--- src/rtl/ram_dma_pkg.sv ---
// Shared widths and state encoding for the ram_dma block-copy engine.
package ram_dma_pkg;

    localparam int ADDR_W = 8;
    localparam int DATA_W = 16;

    typedef enum logic [1:0] {
        ST_IDLE = 2'd0,
        ST_RD   = 2'd1,
        ST_WR   = 2'd2,
        ST_DONE = 2'd3
    } state_t;

endpackage

--- src/rtl/ram_dma.sv ---
// Block-copy engine driving a synchronous-read RAM port: RD/WR per word, done pulse at end.
// Optional fill feature (one WR per word of a constant) is enabled by defining RAM_DMA_FILL_EN.
module ram_dma #(
    parameter int ADDR_W = ram_dma_pkg::ADDR_W,
    parameter int DATA_W = ram_dma_pkg::DATA_W
) (
    input  logic              clk,
    input  logic              rst_n,
    input  logic              start,
    input  logic [ADDR_W-1:0] src,
    input  logic [ADDR_W-1:0] dst,
    input  logic [ADDR_W:0]   len,
    output logic              busy,
    output logic              done,
    output logic [ADDR_W-1:0] ram_address,
    output logic [DATA_W-1:0] ram_in,
    output logic              ram_load,
    input  logic [DATA_W-1:0] ram_out
`ifdef RAM_DMA_FILL_EN
    ,
    input  logic              fill_mode,
    input  logic [DATA_W-1:0] fill_data
`endif
);

    import ram_dma_pkg::*;

    state_t            r_state;
    state_t            w_state_next;
    logic [ADDR_W-1:0] r_src;
    logic [ADDR_W-1:0] r_dst;
    logic [ADDR_W:0]   r_len;
    logic [ADDR_W:0]   r_cnt;
    logic [ADDR_W:0]   w_cnt_inc;
    logic              w_fill;
    logic              w_start_fill;

`ifdef RAM_DMA_FILL_EN
    logic              r_fill;
    logic [DATA_W-1:0] r_fill_data;

    assign w_fill       = r_fill;
    assign w_start_fill = fill_mode;
`else
    assign w_fill       = 1'b0;
    assign w_start_fill = 1'b0;
`endif

    assign w_cnt_inc = r_cnt + 1'b1;

    always_ff @(posedge clk or negedge rst_n) begin
        if (!rst_n) begin
            r_state <= ST_IDLE;
            r_src   <= '0;
            r_dst   <= '0;
            r_len   <= '0;
            r_cnt   <= '0;
        end else begin
            r_state <= w_state_next;
            case (r_state)
                ST_IDLE: begin
                    if (start) begin
                        r_src <= src;
                        r_dst <= dst;
                        r_len <= len;
                        r_cnt <= '0;
                    end
                end
                ST_WR: begin
                    r_src <= r_src + 1'b1;
                    r_dst <= r_dst + 1'b1;
                    r_cnt <= w_cnt_inc;
                end
                default: ;
            endcase
        end
    end

`ifdef RAM_DMA_FILL_EN
    always_ff @(posedge clk or negedge rst_n) begin
        if (!rst_n) begin
            r_fill      <= 1'b0;
            r_fill_data <= '0;
        end else if (r_state == ST_IDLE && start) begin
            r_fill      <= fill_mode;
            r_fill_data <= fill_data;
        end
    end
`endif

    always_comb begin
        w_state_next = r_state;
        case (r_state)
            ST_IDLE: begin
                if (start) begin
                    if (len == '0)
                        w_state_next = ST_DONE;
                    else
                        w_state_next = w_start_fill ? ST_WR : ST_RD;
                end
            end
            ST_RD:   w_state_next = ST_WR;
            ST_WR: begin
                // Count compares at full width so len=256 ends after the 256th word.
                if (w_cnt_inc == r_len)
                    w_state_next = ST_DONE;
                else
                    w_state_next = w_fill ? ST_WR : ST_RD;
            end
            ST_DONE: w_state_next = ST_IDLE;
            default: w_state_next = ST_IDLE;
        endcase
    end

    always_comb begin
        busy        = 1'b0;
        done        = 1'b0;
        ram_address = '0;
        ram_in      = '0;
        ram_load    = 1'b0;
        case (r_state)
            ST_RD: begin
                busy        = 1'b1;
                ram_address = r_src;
            end
            ST_WR: begin
                busy        = 1'b1;
                ram_address = r_dst;
                ram_load    = 1'b1;
`ifdef RAM_DMA_FILL_EN
                ram_in      = r_fill ? r_fill_data : ram_out;
`else
                ram_in      = ram_out;
`endif
            end
            ST_DONE: done = 1'b1;
            default: ;
        endcase
    end

endmodule

--- config.mk ---
export PLATFORM = sky130hd
export DESIGN_NAME = ram_dma
export DESIGN_NICKNAME = d
export VERILOG_FILES = /design/src/rtl/ram_dma_pkg.sv /design/src/rtl/ram_dma.sv
export SDC_FILE = /design/constraint.sdc
export NUM_CORES = 1
export LEC_CHECK = 0
export CAP_MARGIN = 40
export CORE_ASPECT_RATIO = 0.5
export CORE_MARGIN = 8
export CORE_UTILIZATION = 61
export DETAILED_ROUTE_END_ITERATION = 16
export DONT_BUFFER_PORTS = 1
export PLACE_DENSITY = 0.76
export SYNTH_ARGS = -nofsm -noshare
export SYNTH_HDL_FRONTEND = slang
export SYNTH_SLANG_ARGS = --single-unit
--- constraint.sdc ---
create_clock -name clk -period 3.16 [get_ports clk]
set_clock_uncertainty 0.2 [all_clocks]
set_input_delay 0.474 -clock clk [delete_from_list [all_inputs] [get_ports clk]]
set_output_delay 0.474 -clock clk [all_outputs]
set_load 0.05 [all_outputs]
# Yosys cells after proc, flatten, opt, wreduce, memory -nomap -nowiden

Index checks and enable logic that the tools add are counted.

Register bits after elaboration: 36
Bits of input ports: 44

Add/subtract/negate cells: 3
Equality and inequality tests: 5
Multiplexer cells: 15
Reductions and logical operators: 6

Operators with widths:

| cell                                                                  | number |
|---|---|
| 8-bit one-hot mux with 2 select lines                                 | 3 |
| 9-bit one-hot mux with 2 select lines                                 | 1 |
| 8-bit by 1-bit adder with 8-bit output, second input constant         | 2 |
| 16-bit 2-to-1 mux                                                     | 1 |
| 8-bit 2-to-1 mux                                                      | 2 |
| 9-bit by 1-bit adder with 9-bit output, second input constant         | 1 |
| 9-bit equality test                                                   | 1 |
| 9-bit zero test                                                       | 1 |
| 9-bit 2-to-1 mux                                                      | 1 |
| 2-bit one-hot mux with 4 select lines                                 | 1 |
| 2-bit 2-to-1 mux                                                      | 3 |
| 2-bit equality test, second input constant                            | 2 |
| 2-bit AND reduction                                                   | 2 |
| 1-bit 2-to-1 mux                                                      | 3 |
| 2-bit by 1-bit equality test with 1-bit output, second input constant | 1 |
| 2-bit zero test                                                       | 1 |
| 2-bit != test, second input constant                                  | 1 |
| 2-bit nonzero test                                                    | 1 |
| 2-bit OR reduction                                                    | 1 |

# Logic depth before layout (Yosys ltp)

Gate-level depths: netlist (run 1).

Depth in word-level cells: 4
Depth in mapped cells: 9

# Least setup slack after synthesis (run 1)

Ideal clock, no wire load.

Path kind: flip-flop to output port
Start: register r_state[0]
End: output port ram_address[0]
Arrival time: 2.391 ns
Data required time: 2.486 ns
Path slack: 0.095 ns
Cell stages (with the launch flop): 6
Path buffers: 1
Cells stage by stage: dfrtp_1 > inv_1 > ha_1 > buf_4 > nand2_1 > a21boi_0

Word-level cells in the longest chain between the ends: 2
Elaborated cells between the ends (all ways): 3
Those cells by class: 2 x eq/ne; 1 x mux

RTL lines:

| element                                                                               | RTL line       | RTL |
|---|---|---|
| from (decl)                                                                           | ram_dma.sv:28  | `state_t r_state;` |
| from (signal assigned)                                                                | ram_dma.sv:59  | `r_state <= w_state_next;` |
| 2-bit equality test or 2-bit by 1-bit equality test with 1-bit output (tied branches) | ram_dma.sv:121 | `case (r_state)` |
| 8-bit one-hot mux with 2 select lines (*)                                             | ram_dma.sv:121 |  |
| to (decl)                                                                             | ram_dma.sv:15  | `output logic [ADDR_W-1:0] ram_address,` |

Every way passes the cells marked *; elsewhere a longest branch is shown, timed or not.

# Worst setup path in the final report (run 1)

Start: register r_state[1]
End: output port ram_address[0]

Same word-level chain as after synthesis.

==> results of run 1 <==
-- power by group through the flow --
stage	clock network [W]	logic, W	registers, W
after global placement	0	0.00135	0.000857
after detailed placement	0	0.00139	0.000868
after global routing	0.000361	0.00153	0.000899
after CTS	0.000346	0.00141	0.000860
final	0.000338	0.00140	0.000863
after floorplan	0	0.00115	0.000804
-- cell usage after synthesis (all sizes together) --
cell    instances
nand3          14
or4             1
a31oi           3
and2           16
nand4           3
nor3            4
xor2            4
mux2            9
a221oi          1
o21ai          29
inv             5
buf            11
and3b           1
nand2          15
and3           11
nor2           12
xnor2           7
a22o            3
a21oi          15
o22ai           9
dfrtp          36
nand2b          3
ha              7
clkbuf          4
nor4            2
a32oi           1
a22oi           7
nor2b           8
o31ai           6
mux2i           4
a21boi          2
o32ai           1
-- state kept, by name (all words and copies together), names as in the netlist --
register  cells
r_cnt         9
r_src         8
r_state       2
r_dst         8
r_len         9
-- through the flow --
| step | total power [W] | std cells | cell area [µm²] |
|---|---|---|---|
| floorplan | 0.00195 | 254 | 2310 |
| global placement | 0.00221 | 303 | 2390 |
| detailed placement | 0.00226 | 303 | 2390 |
| CTS | 0.00261 | 313 | 2510 |
| global route | 0.00279 | 313 | 2510 |
| finish | 0.00260 | 313 | 2510 |
-- what timing repair did --
action,in CTS,in global routing
gates resized for setup,0,0
hold endpoints to repair,36,0
hold buffers,2,0
-- worst max-delay path, stage by stage (launching register included) --
cell and delay (ps):
dfrtp_1 390, inv_1 90, ha_1 730, a21boi_1 240
buf_4 210
-- cell families (layout without fill, tap and decap cells) --
family,Yosys count,in the layout,synth area share (%)
compound gates,77,77,20.3
flops,36,36,39.0
xor+xnor,11,11,4.49
mux,13,13,6.12
buf+inv,20,28,4.71
simple gates,90,90,21.6
fa+ha+maj,7,7,3.79
-- path summary, 6_finish.rpt --
| path | startpoint | endpoint | cells after the start |
|---|---|---|---|
| worst max register to register | r_state[1]$_DFFE_PN0P_ | r_src[7]$_DFFE_PN0P_ | 9 |
| worst max-delay path | r_state[1]$_DFFE_PN0P_ | ram_address[0] | 4 |
| max in group asynchronous | rst_n | r_dst[1]$_DFFE_PN0P_ | 2 |
| worst min register to register | r_dst[7]$_DFFE_PN0P_ | r_dst[7]$_DFFE_PN0P_ | 1 |
| min in group asynchronous | rst_n | r_cnt[1]$_DFFE_PN0P_ | 2 |
| worst min-delay path | len[1] | r_len[1]$_DFFE_PN0P_ | 1 |
-- area by class of cell --
class	instances	area share, %
Clock inverter	2	0.398
Tap cell	51	2.54
Clock buffer	6	3.29
Multi-Input combinational cell	198	52.0
Inverter	5	0.846
Sequential cell	36	35.8
Timing Repair Buffer	15	5.08
-- per-layer routing --
| layer | vias up | GRT usage (%) | wire length (µm) |
|---|---|---|---|
| met5 | - | 0 | 0 |
| met4 | 0 | 6.31 | 69 |
| met3 | 10 | 5.27 | 549 |
| met2 | 86 | 31.8 | 2630 |
| met1 | 935 | 21.3 | 2360 |
| li1 | 943 | - | - |
==> reports/metrics.yaml, run 1 <==
hold_path_class: "input port to flip-flop"
pin_count: 71
rows: 15
final_nets: 312
max_clock_freq_mhz: 380
initial_core_util_pct: 65.5
register_area_um2: 901
synth_fp_nets: 305
crit_type: "flip-flop to output port"
layout_setup_ws_ps: 531
clk_transition_reported_paths_ps: 70
grt_overflow: 0
via_per_inst: 6.31
power_leakage_nw: 1.04
worstPathArrival_ps: 1960
drive_above_1_share_pct: 13.4
vias: 1974
critPathCaptureType: "output port"
nFillCells: 284
hpwl_mm: 4.21
hold_viol: 0
areaGrowthSynthToFinish_pct: 8.77
rsz0062_at_grt: "no"
tns_ps: 0
cp-start-kind: "flip-flop"
synth_area_per_cell_um2: 9.10
cts_setup_buffers: 0
antenna_found_initial: 0
pwr-share-clk_pct: 13.0
layout_commonest_cell: "dfrtp_1"
drtPass1Iterations: 4
final_cell_mix: "dfrtp_1 (36), and2_1 (16), o21ai_1 (16)"
synth-seq-cells: 36
worst_pin_slew_ps: 679
track_usage_pct: 18.4
cts_max_level: 2
pre_cts_slack_ps: 833
power_frac_seq_pct: 33.2
period_share_pct: 83.2
drc_errors: 0
cts_buffer_depth: 2
ir_drop_mv: 0.545
cts_tree: "built"
drt-total-wl_mm: 5.61
synth_top_area_cell: "dfrtp_1"
synthTopCellsByArea: "dfrtp_1 (39%), and2_1 (4.3%), mux2_1 (3.9%)"
whs_ps: 113
drv_slew: 0
grt_first_pass_wirelength_mm: 8.77
gp_congestion: 0.816
grt_max_degree: 42
p_sw_w: 0.00128
antenna_left: 0
cts-root-buf: "clkbuf_8"
synth_top_area_share_pct: 39.0
num_antenna_cells: 0
cts_buffers: 5
drv_cap: 0
synth-seq-area-share_pct: 39.0
r2r_setup_slack_ps: 890
power_frac_comb_pct: 53.8
die_h_um: 59.5
drt_iter0_drc: 68
setup_viol: 0
wl_per_cell_um: 17.9
multi_input_area_um2: 1310
insertion_delay_ps: 290
status: "complete, no violations"
clock_sinks: 36
io_buffers: 0
grt_pass1_vias: 1885
final_util_pct: 71.2
synthCells: 254
syn_area_um2: 2310
power.density_nw_per_um2: 1040
p_sw_share_pct: 49.4
relSlewSlack_pct: 54.8
required_ps: 2490
power.internal_w: 0.00132
synth_cell_type_count: 45
die_w_um: 103
ys_warn_count: 0
fp.coreArea_um2: 3530
fp.dieArea_um2: 6130
worstPathMaxFanout: 9
min_period_ps: 2630
Power figures use the tool's default switching activity.
==> inputs of run 2 (changes only) <==
--- a/config.mk
+++ b/config.mk
@@ -8,10 +8,10 @@
 export CAP_MARGIN = 40
 export CORE_ASPECT_RATIO = 0.5
 export CORE_MARGIN = 8
-export CORE_UTILIZATION = 61
+export CORE_UTILIZATION = 57
 export DETAILED_ROUTE_END_ITERATION = 16
 export DONT_BUFFER_PORTS = 1
-export PLACE_DENSITY = 0.76
+export PLACE_DENSITY = 0.74
 export SYNTH_ARGS = -nofsm -noshare
 export SYNTH_HDL_FRONTEND = slang
 export SYNTH_SLANG_ARGS = --single-unit
==> constraint.sdc (replaced) <==
create_clock -name clk -period 2.2 [get_ports clk]
set_clock_uncertainty 0.2 [all_clocks]
set_input_delay 0.33 -clock clk [delete_from_list [all_inputs] [get_ports clk]]
set_output_delay 0.33 -clock clk [all_outputs]
set_load 0.05 [all_outputs]
==> run 2 against run 1 <==
Compared with the run above: worst hold slack got worse by 92 ps; routed wire length increased by 17%; design area increased by 21%; first-iteration DRC count increased by 88%; final cell count increased by 8.3%; sequential power increased by 46%; global-route usage increased by 1.8 points; clock power increased by 32%; utilization increased by 6.8 points; clock-buffer cell count unchanged; largest cell class unchanged; via count increased by 7.1%.
==> reports/metrics.yaml, run 2 (synthesis results as in run 1) <==
status: "complete, no violations"
cts_max_level: 2  # unchanged
drive_above_1_share_pct: 25.6  # +12 points
power_frac_comb_pct: 61.3  # +7.5 points
power.density_nw_per_um2: 1440  # +39%
gp_congestion: 0.799  # -2.1%
critPathMaxStageDelay_ps: 410  # -320 ps
r2r_setup_slack_ps: 120  # -770 ps
tns_ps: 0  # unchanged
power_frac_seq_pct: 28.6  # -4.6 points
final_area_um2: 3050  # +21%
min_period_ps: 2140
antenna_left: 0  # unchanged
largest_registers: "r_cnt: 9 flops, r_len: 9 flops"
hpwl_mm: 4.56  # +8.1%
hold_path_depth: 2  # +1
cts_tree: "built"
drt_iter0_drc: 128  # +88%
initial_core_util_pct: 59.2  # -6.3 points
whs_ps: 21.1  # -92.3 ps
dp.cells: 311  # +2.6%
die_w_um: 106  # +2.9%
r2r_start: "r_state[1]$_DFFE_PN0P_"
worstPathArrival_ps: 1610  # -350 ps
drv_cap: 0  # unchanged
num_antenna_cells: 0  # unchanged
hold_viol: 0  # unchanged
worst_pin_slew_ps: 518  # -161 ps
cp-start-kind: "flip-flop"
nFillCells: 252  # -11%
clock_sinks: 36  # unchanged
grt_first_pass_wirelength_mm: 10.5  # +19%
cts-root-buf: "clkbuf_8"
fp.coreArea_um2: 3900  # +11%
vias: 2115  # +7.1%
worstPathMaxFanout: 7  # -2
cpMostUsedCell: "buf_12"
grt_pass1_vias: 2045  # +8.5%
setup_viol: 0  # unchanged
drv_slew: 0  # unchanged
multi_input_area_um2: 1400  # +7.2%
crit_type: "flip-flop to output port"
relSlewSlack_pct: 65.5  # +11 points
fp.dieArea_um2: 6470  # +5.5%
die_h_um: 61.0  # +2.5%
max_clock_freq_mhz: 467
rows: 16  # +1
grt_overflow: 0  # unchanged
io_buffers: 0  # unchanged
drt-total-wl_mm: 6.59  # +17%
power_leakage_nw: 1.23  # +19%
final_nets: 336  # +7.7%
drtPass1Iterations: 4  # unchanged
pwr-share-clk_pct: 10.1  # -2.9 points
ir_drop_mv: 0.629  # +15%
antenna_found_initial: 0  # unchanged
pin_count: 71  # unchanged
placed_cell_area_um2: 2670  # +12%
period_share_pct: 97.4
p_sw_share_pct: 46.1  # -3.2 points
register_area_um2: 901  # unchanged
via_per_inst: 6.24  # -1.1%
clk_transition_reported_paths_ps: 70  # about the same
grt_max_degree: 37  # -12%
r2r_cells: 7  # -2
drc_errors: 0  # unchanged
power.internal_w: 0.00237  # +80%
final_cell_mix: "dfrtp_1 (36), o21ai_1 (16), buf_12 (16)"
wl_per_cell_um: 19.5  # +8.5%
p_sw_w: 0.00203  # +58%
cts_buffer_depth: 2  # unchanged
crit-reg2reg-capture: "r_state[1]$_DFFE_PN0P_"
layout_commonest_cell: "dfrtp_1"
fin_cells: 339  # +8.3%
cts_buffers: 5  # unchanged
insertion_delay_ps: 290  # about the same
areaGrowthSynthToFinish_pct: 31.8
required_ps: 1670  # -820 ps
critPathCaptureType: "output port"
hold_end: "r_state[0]$_DFFE_PN0P_"
slowest_stage: "dfrtp_1"
hold_path_class: "input port to flip-flop"
min_from: "start"
track_usage_pct: 20.2  # +1.8 points
cp_cell_sequence: "inv_2 > ha_4 > buf_12 > a22oi_1 > nor2b_2 > buf_12"
-- run 2: changes by cell type in the layout (fill, tap and decap cells not counted), moves of 7 or more --
cell	change
buf_12	+15
nor2b_1	-7
nor2b_2	+7
dlygate4sd3_1	+9
and2_1	-11
and2_2	+10
-- run 2: worst max-delay path: cells and delay by family, from the launching register on --
kind                       cells  cell delay [ps]
AOI/OAI and AO/OA              1              100
adders and majority gates      1              220
buffers and inverters          3              430
DFF                            1              410
and+or+nand+nor                1              170
-- run 2: worst max-delay path by stage --
stage                           start              endpoint  slack, ps  cells past startpoint
6_report       r_state[0]$_DFFE_PN0P_        ram_address[4]         60                      6
3_5_place_dp   r_state[0]$_DFFE_PN0P_  r_src[5]$_DFFE_PN0P_        0.5                      7
4_1_cts        r_state[1]$_DFFE_PN0P_        ram_address[0]         20                      4
3_3_place_gp   r_state[0]$_DFFE_PN0P_  r_src[6]$_DFFE_PN0P_         90                      7
5_1_grt        r_state[0]$_DFFE_PN0P_        ram_address[4]        -10                      6
2_1_floorplan  r_state[0]$_DFFE_PN0P_        ram_address[1]         -1                      6
-- run 2: layout make-up --
type	instances	area share, %
Clock buffer	6	2.38
Sequential cell	36	29.6
Clock inverter	1	0.164
Timing Repair Buffer	39	19.0
Inverter	5	0.698
Multi-Input combinational cell	198	46.0
Tap cell	54	2.22
-- run 2: metrics by stage --
| stage | power (W) | setup slack (ps) | util [%] |
|---|---|---|---|
| 2_1_floorplan | 0.00287 | -1.49 | - |
| 4_1_cts | 0.00419 | 20.8 | 74.9 |
| 3_3_place_gp | 0.00355 | 85.7 | 68.3 |
| 6_report | 0.00440 | 56.9 | 78.0 |
| 5_1_grt | 0.00469 | -10.9 | 78.0 |
| 3_5_place_dp | 0.00364 | 0.530 | 68.3 |
-- run 2: what timing repair did --
| item | CTS | global route |
|---|---|---|
| pin swaps | 1 | 0 |
| gates cloned | 1 | 2 |
| setup endpoints to repair | 20 | 20 |
| buffers inserted | 3 | 4 |
| hold buffers | 11 | 0 |
| endpoints found under the hold margin | 45 | 0 |
| gates resized for setup | 3 | 6 |
-- run 2: metal layers --
| layer | routed length, µm | vias to the layer above | global-route usage [%] |
|---|---|---|---|
| li1 | - | 992 | - |
| met5 | 0 | - | 0 |
| met2 | 3350 | 100 | 37.0 |
| met3 | 522 | 4 | 5.01 |
| met1 | 2700 | 1019 | 23.9 |
| met4 | 23 | 0 | 4.75 |
-- run 2: power by group through the flow --
stage / logic [W] / registers (W) / clock network, W
3_5_place_dp: 0.00239 / 0.00125 / 0
5_1_grt: 0.00291 / 0.00130 / 0.000483
3_3_place_gp: 0.00232 / 0.00123 / 0
6_report: 0.00270 / 0.00126 / 0.000445
4_1_cts: 0.00250 / 0.00124 / 0.000451
2_1_floorplan: 0.00171 / 0.00116 / 0
